--- config.mk ---
export PLATFORM = sky130hd
export DESIGN_NAME = memoria_aste_tab_flat
export DESIGN_NICKNAME = d
export VERILOG_FILES = /design/src/rtl/aste_pkg.sv /design/src/rtl/memoria_aste_tab_if.sv /design/src/rtl/aste_free_enc.sv /design/src/rtl/memoria_aste_tab.sv /design/src/flat_wrapper.sv
export SDC_FILE = /design/constraint.sdc
export NUM_CORES = 1
export LEC_CHECK = 0
export BUFFER_PORTS_ARGS = -buffer_cell sky130_fd_sc_hd__buf_2
export CAP_MARGIN = 10
export CELL_PAD_IN_SITES_DETAIL_PLACEMENT = 0
export CELL_PAD_IN_SITES_GLOBAL_PLACEMENT = 2
export CORE_ASPECT_RATIO = 1.25
export CORE_MARGIN = 3
export CORE_UTILIZATION = 47
export CTS_BUF_LIST = sky130_fd_sc_hd__clkbuf_8
export DETAILED_ROUTE_END_ITERATION = 8
export PLACE_DENSITY = 0.93
export SYNTH_ARGS = -nofsm -noshare
export SYNTH_HDL_FRONTEND = slang
export SYNTH_SLANG_ARGS = --single-unit
export TNS_END_PERCENT = 5
--- constraint.sdc ---
create_clock -name clk -period 3.3 [get_ports clk]
set_input_delay 0.66 -clock clk [delete_from_list [all_inputs] [get_ports clk]]
set_output_delay 0.66 -clock clk [all_outputs]
set_load 0.01 [all_outputs]
--- src/rtl/aste_pkg.sv ---
// Shared types for the asteroid table: default field widths, direction codes,
// the packed {x, y, dir} entry and helpers to move between entry and raw bits.
package aste_pkg;

  localparam int ASTE_X_W   = 4;
  localparam int ASTE_Y_W   = 4;
  localparam int ASTE_DIR_W = 2;
  localparam int ASTE_DEPTH = 16;
  localparam int ASTE_EW    = ASTE_X_W + ASTE_Y_W + ASTE_DIR_W;

  typedef enum logic [ASTE_DIR_W-1:0] {
    DIR_RIGHT = 2'b00,
    DIR_LEFT  = 2'b01,
    DIR_UP    = 2'b10,
    DIR_DOWN  = 2'b11
  } aste_dir_t;

  typedef struct packed {
    logic [ASTE_X_W-1:0] x;
    logic [ASTE_Y_W-1:0] y;
    aste_dir_t           dir;
  } aste_entry_t;

  function automatic logic [ASTE_EW-1:0] aste_pack(input aste_entry_t e);
    return e;
  endfunction

  function automatic aste_entry_t aste_unpack(input logic [ASTE_EW-1:0] v);
    return aste_entry_t'(v);
  endfunction

endpackage

--- src/rtl/memoria_aste_tab_if.sv ---
// Bus between the game-logic FSM / renderer (master) and the asteroid table (slave).
// Optional second read port enabled by macro ASTE_DUAL_READ_EN.
interface memoria_aste_tab_if
  import aste_pkg::*;
#(
  parameter int X_W   = ASTE_X_W,
  parameter int Y_W   = ASTE_Y_W,
  parameter int DIR_W = ASTE_DIR_W,
  parameter int DEPTH = ASTE_DEPTH
);
  localparam int AW = $clog2(DEPTH);
  localparam int EW = X_W + Y_W + DIR_W;

  logic          we;
  logic          kill;
  logic [AW-1:0] addr;
  logic [EW-1:0] data;
  logic [EW-1:0] q;
  logic          q_valid;
  logic          alloc;
  logic [EW-1:0] alloc_data;
  logic          alloc_ack;
  logic [AW-1:0] alloc_addr;
  logic [AW:0]   count;
  logic          full;
  logic          ready;

`ifdef ASTE_DUAL_READ_EN
  logic [AW-1:0] addr_b;
  logic [EW-1:0] q_b;
  logic          q_b_valid;

  modport master (
    output we, kill, addr, data, alloc, alloc_data, addr_b,
    input  q, q_valid, alloc_ack, alloc_addr, count, full, ready, q_b, q_b_valid
  );
  modport slave (
    input  we, kill, addr, data, alloc, alloc_data, addr_b,
    output q, q_valid, alloc_ack, alloc_addr, count, full, ready, q_b, q_b_valid
  );
`else
  modport master (
    output we, kill, addr, data, alloc, alloc_data,
    input  q, q_valid, alloc_ack, alloc_addr, count, full, ready
  );
  modport slave (
    input  we, kill, addr, data, alloc, alloc_data,
    output q, q_valid, alloc_ack, alloc_addr, count, full, ready
  );
`endif

endinterface

--- src/rtl/aste_free_enc.sv ---
// Lowest-zero priority encoder: index of the first free (invalid) slot.
module aste_free_enc #(
  parameter int DEPTH = 16,
  parameter int AW    = $clog2(DEPTH)
) (
  input  logic [DEPTH-1:0] valid_i,
  output logic [AW-1:0]    idx_o,
  output logic             none_free_o
);

  // Scanning from the top down lets the lowest free slot be the last to win.
  always_comb begin
    idx_o       = '0;
    none_free_o = 1'b1;
    for (int i = DEPTH - 1; i >= 0; i--) begin
      if (!valid_i[i]) begin
        idx_o       = AW'(i);
        none_free_o = 1'b0;
      end
    end
  end

endmodule

--- src/rtl/memoria_aste_tab.sv ---
// Asteroid table: DEPTH slots of {x,y,dir} + valid, with allocation, kill, occupancy
// count and a clear sweep after reset. Macro ASTE_DUAL_READ_EN adds a second read port.
module memoria_aste_tab
  import aste_pkg::*;
#(
  parameter int X_W   = ASTE_X_W,
  parameter int Y_W   = ASTE_Y_W,
  parameter int DIR_W = ASTE_DIR_W,
  parameter int DEPTH = ASTE_DEPTH
) (
  input  logic             clk,
  input  logic             reset,
  memoria_aste_tab_if.slave bus
);

  localparam int          AW       = $clog2(DEPTH);
  localparam int          EW       = X_W + Y_W + DIR_W;
  localparam logic [AW:0] CNT_ONE  = (AW+1)'(1);
  localparam logic [AW:0] CNT_FULL = (AW+1)'(DEPTH);
  localparam logic [AW-1:0] PTR_LAST = AW'(DEPTH - 1);

  typedef enum logic {ST_CLR, ST_RUN} state_e;

  state_e        state_q, state_d;
  logic [AW-1:0] ptr_q, ptr_d;
  logic [AW-1:0] addr_q;
  logic [AW:0]   count_q, count_d;
  logic          alloc_ack_q, alloc_ack_d;
  logic [AW-1:0] alloc_addr_q, alloc_addr_d;
  logic [EW-1:0] ram_q [DEPTH];
  logic [DEPTH-1:0] valid_q;

  logic          mem_we;
  logic [AW-1:0] mem_waddr;
  logic [EW-1:0] mem_wdata;
  logic          vld_we;
  logic          vld_set;
  logic [AW-1:0] free_idx;
  logic          none_free;

  aste_free_enc #(.DEPTH(DEPTH), .AW(AW)) u_free_enc (
    .valid_i    (valid_q),
    .idx_o      (free_idx),
    .none_free_o(none_free)
  );

  // NOTE: every always_comb output gets a default first so no path leaves it
  // unassigned; otherwise synthesis infers a latch.
  always_comb begin
    state_d      = state_q;
    ptr_d        = ptr_q;
    count_d      = count_q;
    alloc_ack_d  = 1'b0;
    alloc_addr_d = alloc_addr_q;
    mem_we       = 1'b0;
    mem_waddr    = bus.addr;
    mem_wdata    = bus.data;
    vld_we       = 1'b0;
    vld_set      = 1'b0;
    if (!reset) begin
      unique case (state_q)
        ST_CLR: begin
          mem_we    = 1'b1;
          mem_waddr = ptr_q;
          mem_wdata = '0;
          vld_we    = 1'b1;
          ptr_d     = ptr_q + AW'(1);
          if (ptr_q == PTR_LAST) state_d = ST_RUN;
        end
        ST_RUN: begin
          // Priority: write, then kill, then allocation.
          if (bus.we) begin
            mem_we  = 1'b1;
            vld_we  = 1'b1;
            vld_set = 1'b1;
            if (!valid_q[bus.addr]) count_d = count_q + CNT_ONE;
          end else if (bus.kill) begin
            vld_we = 1'b1;
            if (valid_q[bus.addr]) count_d = count_q - CNT_ONE;
          end else if (bus.alloc && !none_free) begin
            mem_we       = 1'b1;
            mem_waddr    = free_idx;
            mem_wdata    = bus.alloc_data;
            vld_we       = 1'b1;
            vld_set      = 1'b1;
            count_d      = count_q + CNT_ONE;
            alloc_ack_d  = 1'b1;
            alloc_addr_d = free_idx;
          end
        end
      endcase
    end
  end

  // NOTE: sequential state uses non-blocking assignments so every flop samples
  // pre-edge values regardless of statement order.
  always_ff @(posedge clk) begin
    if (reset) begin
      state_q      <= ST_CLR;
      ptr_q        <= '0;
      addr_q       <= '0;
      count_q      <= '0;
      alloc_ack_q  <= 1'b0;
      alloc_addr_q <= '0;
      valid_q      <= '0;
    end else begin
      state_q      <= state_d;
      ptr_q        <= ptr_d;
      addr_q       <= bus.addr;
      count_q      <= count_d;
      alloc_ack_q  <= alloc_ack_d;
      alloc_addr_q <= alloc_addr_d;
      if (vld_we) valid_q[mem_waddr] <= vld_set;
    end
  end

  // NOTE: the data array has no reset; the clear sweep zeroes it, which keeps
  // the storage free of reset fan-out.
  always_ff @(posedge clk) begin
    if (mem_we) ram_q[mem_waddr] <= mem_wdata;
  end

  assign bus.q          = ram_q[addr_q];
  assign bus.q_valid    = valid_q[addr_q];
  assign bus.alloc_ack  = alloc_ack_q;
  assign bus.alloc_addr = alloc_addr_q;
  assign bus.count      = count_q;
  assign bus.full       = (count_q == CNT_FULL);
  assign bus.ready      = (state_q == ST_RUN);

`ifdef ASTE_DUAL_READ_EN
  logic [AW-1:0] addr_b_q;

  always_ff @(posedge clk) begin
    if (reset) addr_b_q <= '0;
    else       addr_b_q <= bus.addr_b;
  end

  // Renderer port shows zeros while the sweep has not finished.
  assign bus.q_b       = (state_q == ST_RUN) ? ram_q[addr_b_q] : '0;
  assign bus.q_b_valid = valid_q[addr_b_q];
`endif

endmodule

--- src/flat_wrapper.sv ---
// flat-port wrapper written by rule: the top's interface ports become plain ports
module memoria_aste_tab_flat import aste_pkg::*;
#(
  parameter int X_W   = ASTE_X_W,
  parameter int Y_W   = ASTE_Y_W,
  parameter int DIR_W = ASTE_DIR_W,
  parameter int DEPTH = ASTE_DEPTH
)
  (clk, reset, bus_we, bus_kill, bus_addr, bus_data, bus_alloc, bus_alloc_data, bus_q, bus_q_valid, bus_alloc_ack, bus_alloc_addr, bus_count, bus_full, bus_ready);
  memoria_aste_tab_if #(.X_W(X_W), .Y_W(Y_W), .DIR_W(DIR_W), .DEPTH(DEPTH)) bus_i ();
  input  logic clk;
  input  logic reset;
  input wire logic [$bits(bus_i.we)-1:0] bus_we;
  input wire logic [$bits(bus_i.kill)-1:0] bus_kill;
  input wire logic [$bits(bus_i.addr)-1:0] bus_addr;
  input wire logic [$bits(bus_i.data)-1:0] bus_data;
  input wire logic [$bits(bus_i.alloc)-1:0] bus_alloc;
  input wire logic [$bits(bus_i.alloc_data)-1:0] bus_alloc_data;
  output wire logic [$bits(bus_i.q)-1:0] bus_q;
  output wire logic [$bits(bus_i.q_valid)-1:0] bus_q_valid;
  output wire logic [$bits(bus_i.alloc_ack)-1:0] bus_alloc_ack;
  output wire logic [$bits(bus_i.alloc_addr)-1:0] bus_alloc_addr;
  output wire logic [$bits(bus_i.count)-1:0] bus_count;
  output wire logic [$bits(bus_i.full)-1:0] bus_full;
  output wire logic [$bits(bus_i.ready)-1:0] bus_ready;
  assign bus_i.we = bus_we;
  assign bus_i.kill = bus_kill;
  assign bus_i.addr = bus_addr;
  assign bus_i.data = bus_data;
  assign bus_i.alloc = bus_alloc;
  assign bus_i.alloc_data = bus_alloc_data;
  assign bus_q = bus_i.q;
  assign bus_q_valid = bus_i.q_valid;
  assign bus_alloc_ack = bus_i.alloc_ack;
  assign bus_alloc_addr = bus_i.alloc_addr;
  assign bus_count = bus_i.count;
  assign bus_full = bus_i.full;
  assign bus_ready = bus_i.ready;
  memoria_aste_tab #(.X_W(X_W), .Y_W(Y_W), .DIR_W(DIR_W), .DEPTH(DEPTH)) u_core (.clk(clk), .reset(reset), .bus(bus_i));
endmodule
==> metrics.md <==
| Metric | Value |
|---|---|
| Worst Setup Start Kind | flop |
| Clock tree sinks | around 200 |
| Initial Util | 0.484 |
| Worst-path fanout max | 25 |
| Boundary Pins | 52 |
| Tightest Pin Transition | 1020 ps |
| # setup viols final | 0 |
| Detailed Place HPWL | roughly 13,000 um |
| Clock skew | 14.1 ps |
| Area grow syn2layout | 12.3% |
| Routed WL | 18,400 um |
| Gr busiest metal | met2 |
| Final worst slack | 135 ps |
| RR Startpoint | u_core.valid_q[9] |
| Cell with the largest stage delay on the worst path | mux4_2 |
| Worst r2r dst | u_core.ram_q[1][9] |
| Syn_nets | around 560 |
| Synthesized flop and latch total | 195 |
| Die Span Y | 157 um |
| Reg2reg setup slack | 230 ps |
| Pwr/cell area | 466 nW/um^2 |
| Rel. slew slack | 0.316 |
| Tmin final | 3170 ps |
| Hold Path Class | reg2reg |
| Crit path max-delay family | multiplexers |
| VDD IR max | around 0.00021 V |
| Syn. warnings | 0 |
| Die Area | roughly 20,000 um^2 |
| Total track usage | 0.192 |
| Register area share after synthesis | 0.643 |
| Initial antenna violation count | 0 |
| Fmax | 316 MHz |
| Met3 Usage GRT | 0.0319 |
| R2r worst-path depth | 7 |
| FFs w/ async S/R, synth | 0 |
| Place WS | between 100 and 150 ps |
| Iter 0 DRT Violations | 395 |
| CTS tree | done |
| WHS Path Cells | 2 |
| CTS clk-pin slew, worst paths | around 100 ps |
| CTS Hold Buffers Added | 0 |
| Fin crit share | 0.959 |
| GR met1 Demand/Resource | 0.238 |
| Crit Path Category | reg2out |
| Slowest stage delay, CP | approximately 580 ps |
| CTS Buffer Depth | 2 |
| Fillers | approximately 1,400 |
| DRT Pass-1 Iters | 4 |
| Vias in the first global route | 4,935 |
| Synthesized instance count | 525 |
| Post-CTS Setup Bufs | 0 |
| Post-route ant nets | 0 |
| Root Buffer Master | clkbuf_8 |
| CP endpoint | bus_q[3] |
| PortBufs | 51 |
| Largest net degree at the start of global routing | 30 |
| Via count | 4,879 |
| Most used cell along the critical path | mux4_2 |
| Total gr overflow | 0 |
| Placement Rows | 54 |
| RSZ-0062 raised after global routing | false |
| Design Area, Final | 9620 um^2 |
| Clock Latency Late Sink | 460 ps |
| Critical path, cell by cell | buf_12, mux4_2, mux4_2, buf_2 |
| Fin nets | 632 |
| MaxCap Viol Count | 0 |
| N_diodes | 0 |
| WL/cell | ~22 um |
| Final Hold Vio Count | 0 |
| First-pass GRT wire length | 28,600 um |
| Max-slew violation count | 0 |
| EDFF count, synth | 160 |
| Core area | 17,700 um^2 |
| Vias per cell | approximately 6 |
| Global placer's final weighted congestion | 0.871 |
| Share of layout cells above drive strength 1 | 0.328 |
| Placed Instance Area | roughly 9300 um^2 |
| H-tree Lvls | 4 |
| Status | completed |
| Synth Cell Area | 8570 um^2 |
| CP Data Required Time | around 2600 ps |
| Synth unique cells | 68 |
| DRC Markers | 0 |
| Syn avg cell area | approximately 16 um^2 |
| Setup TNS | 0 ps |
| LEAKAGE | 3.24 nW |
| Path length in cells of the critical path | 4 |
| Main synth FF type | edfxtp_1 |
| CTS-repair resized insts | 0 |
| WP data arrival | 2510 ps |
| Total CTS buffers | 17 |
| CP bufs+invs | 2 |
| Die Span X | 127 um |
| Crit. Startpoint | u_core.addr_q[0] |
| Hold path start | u_core.bus.alloc_addr[1] |
| Met2 global-route usage | 0.346 |
| Critical path endpoint category | primary output |
==> how the worst min path moves through the flow <==
stage	to	slack, ps
after CTS	u_core.bus.alloc_addr[1]	470
after detailed placement	u_core.bus.alloc_addr[1]	450
final	u_core.bus.alloc_addr[1]	460
after floorplan	u_core.bus.ready	470
after global routing	u_core.bus.alloc_addr[1]	480
after global placement	u_core.bus.alloc_addr[1]	450
==> cells in the final DEF (no fill, tap or decap), drive strengths merged, types with 6 or more instances in the layout <==
master,Yosys,routed
a21oi,10,10
a22oi,11,11
buf,15,86
clkbuf,16,17
clkinv,1,6
dfxtp,35,35
edfxtp,160,160
inv,10,16
mux2i,13,13
mux4,60,60
nand2,35,35
nand2b,9,9
nand3,9,9
nand3b,7,7
nand4,6,6
nor2,35,35
nor2b,6,6
nor3,6,6
o21ai,18,18
o31ai,7,7
xnor2,6,6
==> state kept, by name, indices dropped and copies added, names as in the netlist <==
signal,flops
u_core.bus.count,5
u_core.ram_q,160
u_core.ptr_q,4
u_core.bus.alloc_ack,1
u_core.valid_q,16
u_core.bus.alloc_addr,4
u_core.addr_q,4
u_core.bus.ready,1
==> power by group <==
group / switching [W] / leakage (nW) / internal (W) / total [W]
clock network: 0.000856 / 0.175 / 0.000541 / 0.00140
registers: 0.0000256 / 1.75 / 0.00270 / 0.00272
logic: 0.000201 / 1.32 / 0.000164 / 0.000366
==> through the flow <==
stage | hold WS [ps] | total power, W | utilization | cells
floorplan | 472 | 0.00301 | - | 525
global placement | 446 | 0.00314 | 0.523 | 804
detailed placement | 451 | 0.00315 | 0.523 | 804
CTS | 467 | 0.00453 | 0.543 | 836
global route | 478 | 0.00465 | 0.543 | 836
finish | 463 | 0.00448 | 0.543 | 836
==> final cells by class <==
type / instances / area [um^2] / area share
Sequential cell: 195 / 5510 / 0.573
Clock inverter: 15 / 126 / 0.0131
Timing Repair Buffer: 86 / 556 / 0.0578
Clock buffer: 17 / 234 / 0.0243
Inverter: 11 / 41.3 / 0.00429
Multi-Input combinational cell: 288 / 2870 / 0.299
Tap cell: 224 / 280 / 0.0291
==> worst reg2reg max path, cell delays in order (launching register included) <==
cell and delay (ps):
dfxtp_1 460, nand4_2 210, nor4_4 420, or3_2 240, a221oi_2 70, a21boi_2 200
or2_1 310, nor2_1 790
==> per-layer routing <==
metal | part of all wire | vias to the layer above
met3 | 0.038 | 18
met2 | 0.55 | 134
met1 | 0.40 | 2493
met5 | 0 | -
li1 | - | 2234
met4 | 0.015 | 0
==> cell usage after synthesis (all sizes together) (2+ instances only) <==
master,number,area (um^2)
a21oi,10,57.6
a221oi,2,30.0
a22oi,11,82.6
a2bb2oi,2,30.0
a311o,2,20.0
a31oi,3,25.0
and2,2,15.0
and3,3,23.8
buf,15,87.6
clkbuf,16,60.1
dfxtp,35,701
edfxtp,160,4800
ha,4,50.1
inv,10,37.5
mux2i,13,130
mux4,60,1360
nand2,35,134
nand2b,9,56.3
nand3,9,45.0
nand3b,7,52.6
nand4,6,71.3
nor2,35,131
nor2b,6,37.5
nor3,6,35.0
nor3b,3,27.5
nor4,3,40.0
o21ai,18,90.1
o311ai,3,26.3
o31a,2,17.5
o31ai,7,57.6
or2,2,12.5
or3,2,13.8
or3b,2,17.5
xnor2,6,52.6
xor2,2,17.5
==> cell families after synthesis <==
kind of cell | after synthesis | share of synthesized area
mux | 73 | 0.173
simple gates | 135 | 0.0889
compound gates | 68 | 0.0591
fa+ha+maj | 4 | 0.00584
xor+xnor | 8 | 0.00818
flops | 195 | 0.643
buf+inv | 42 | 0.0220
Power figures use the tool's default switching activity.
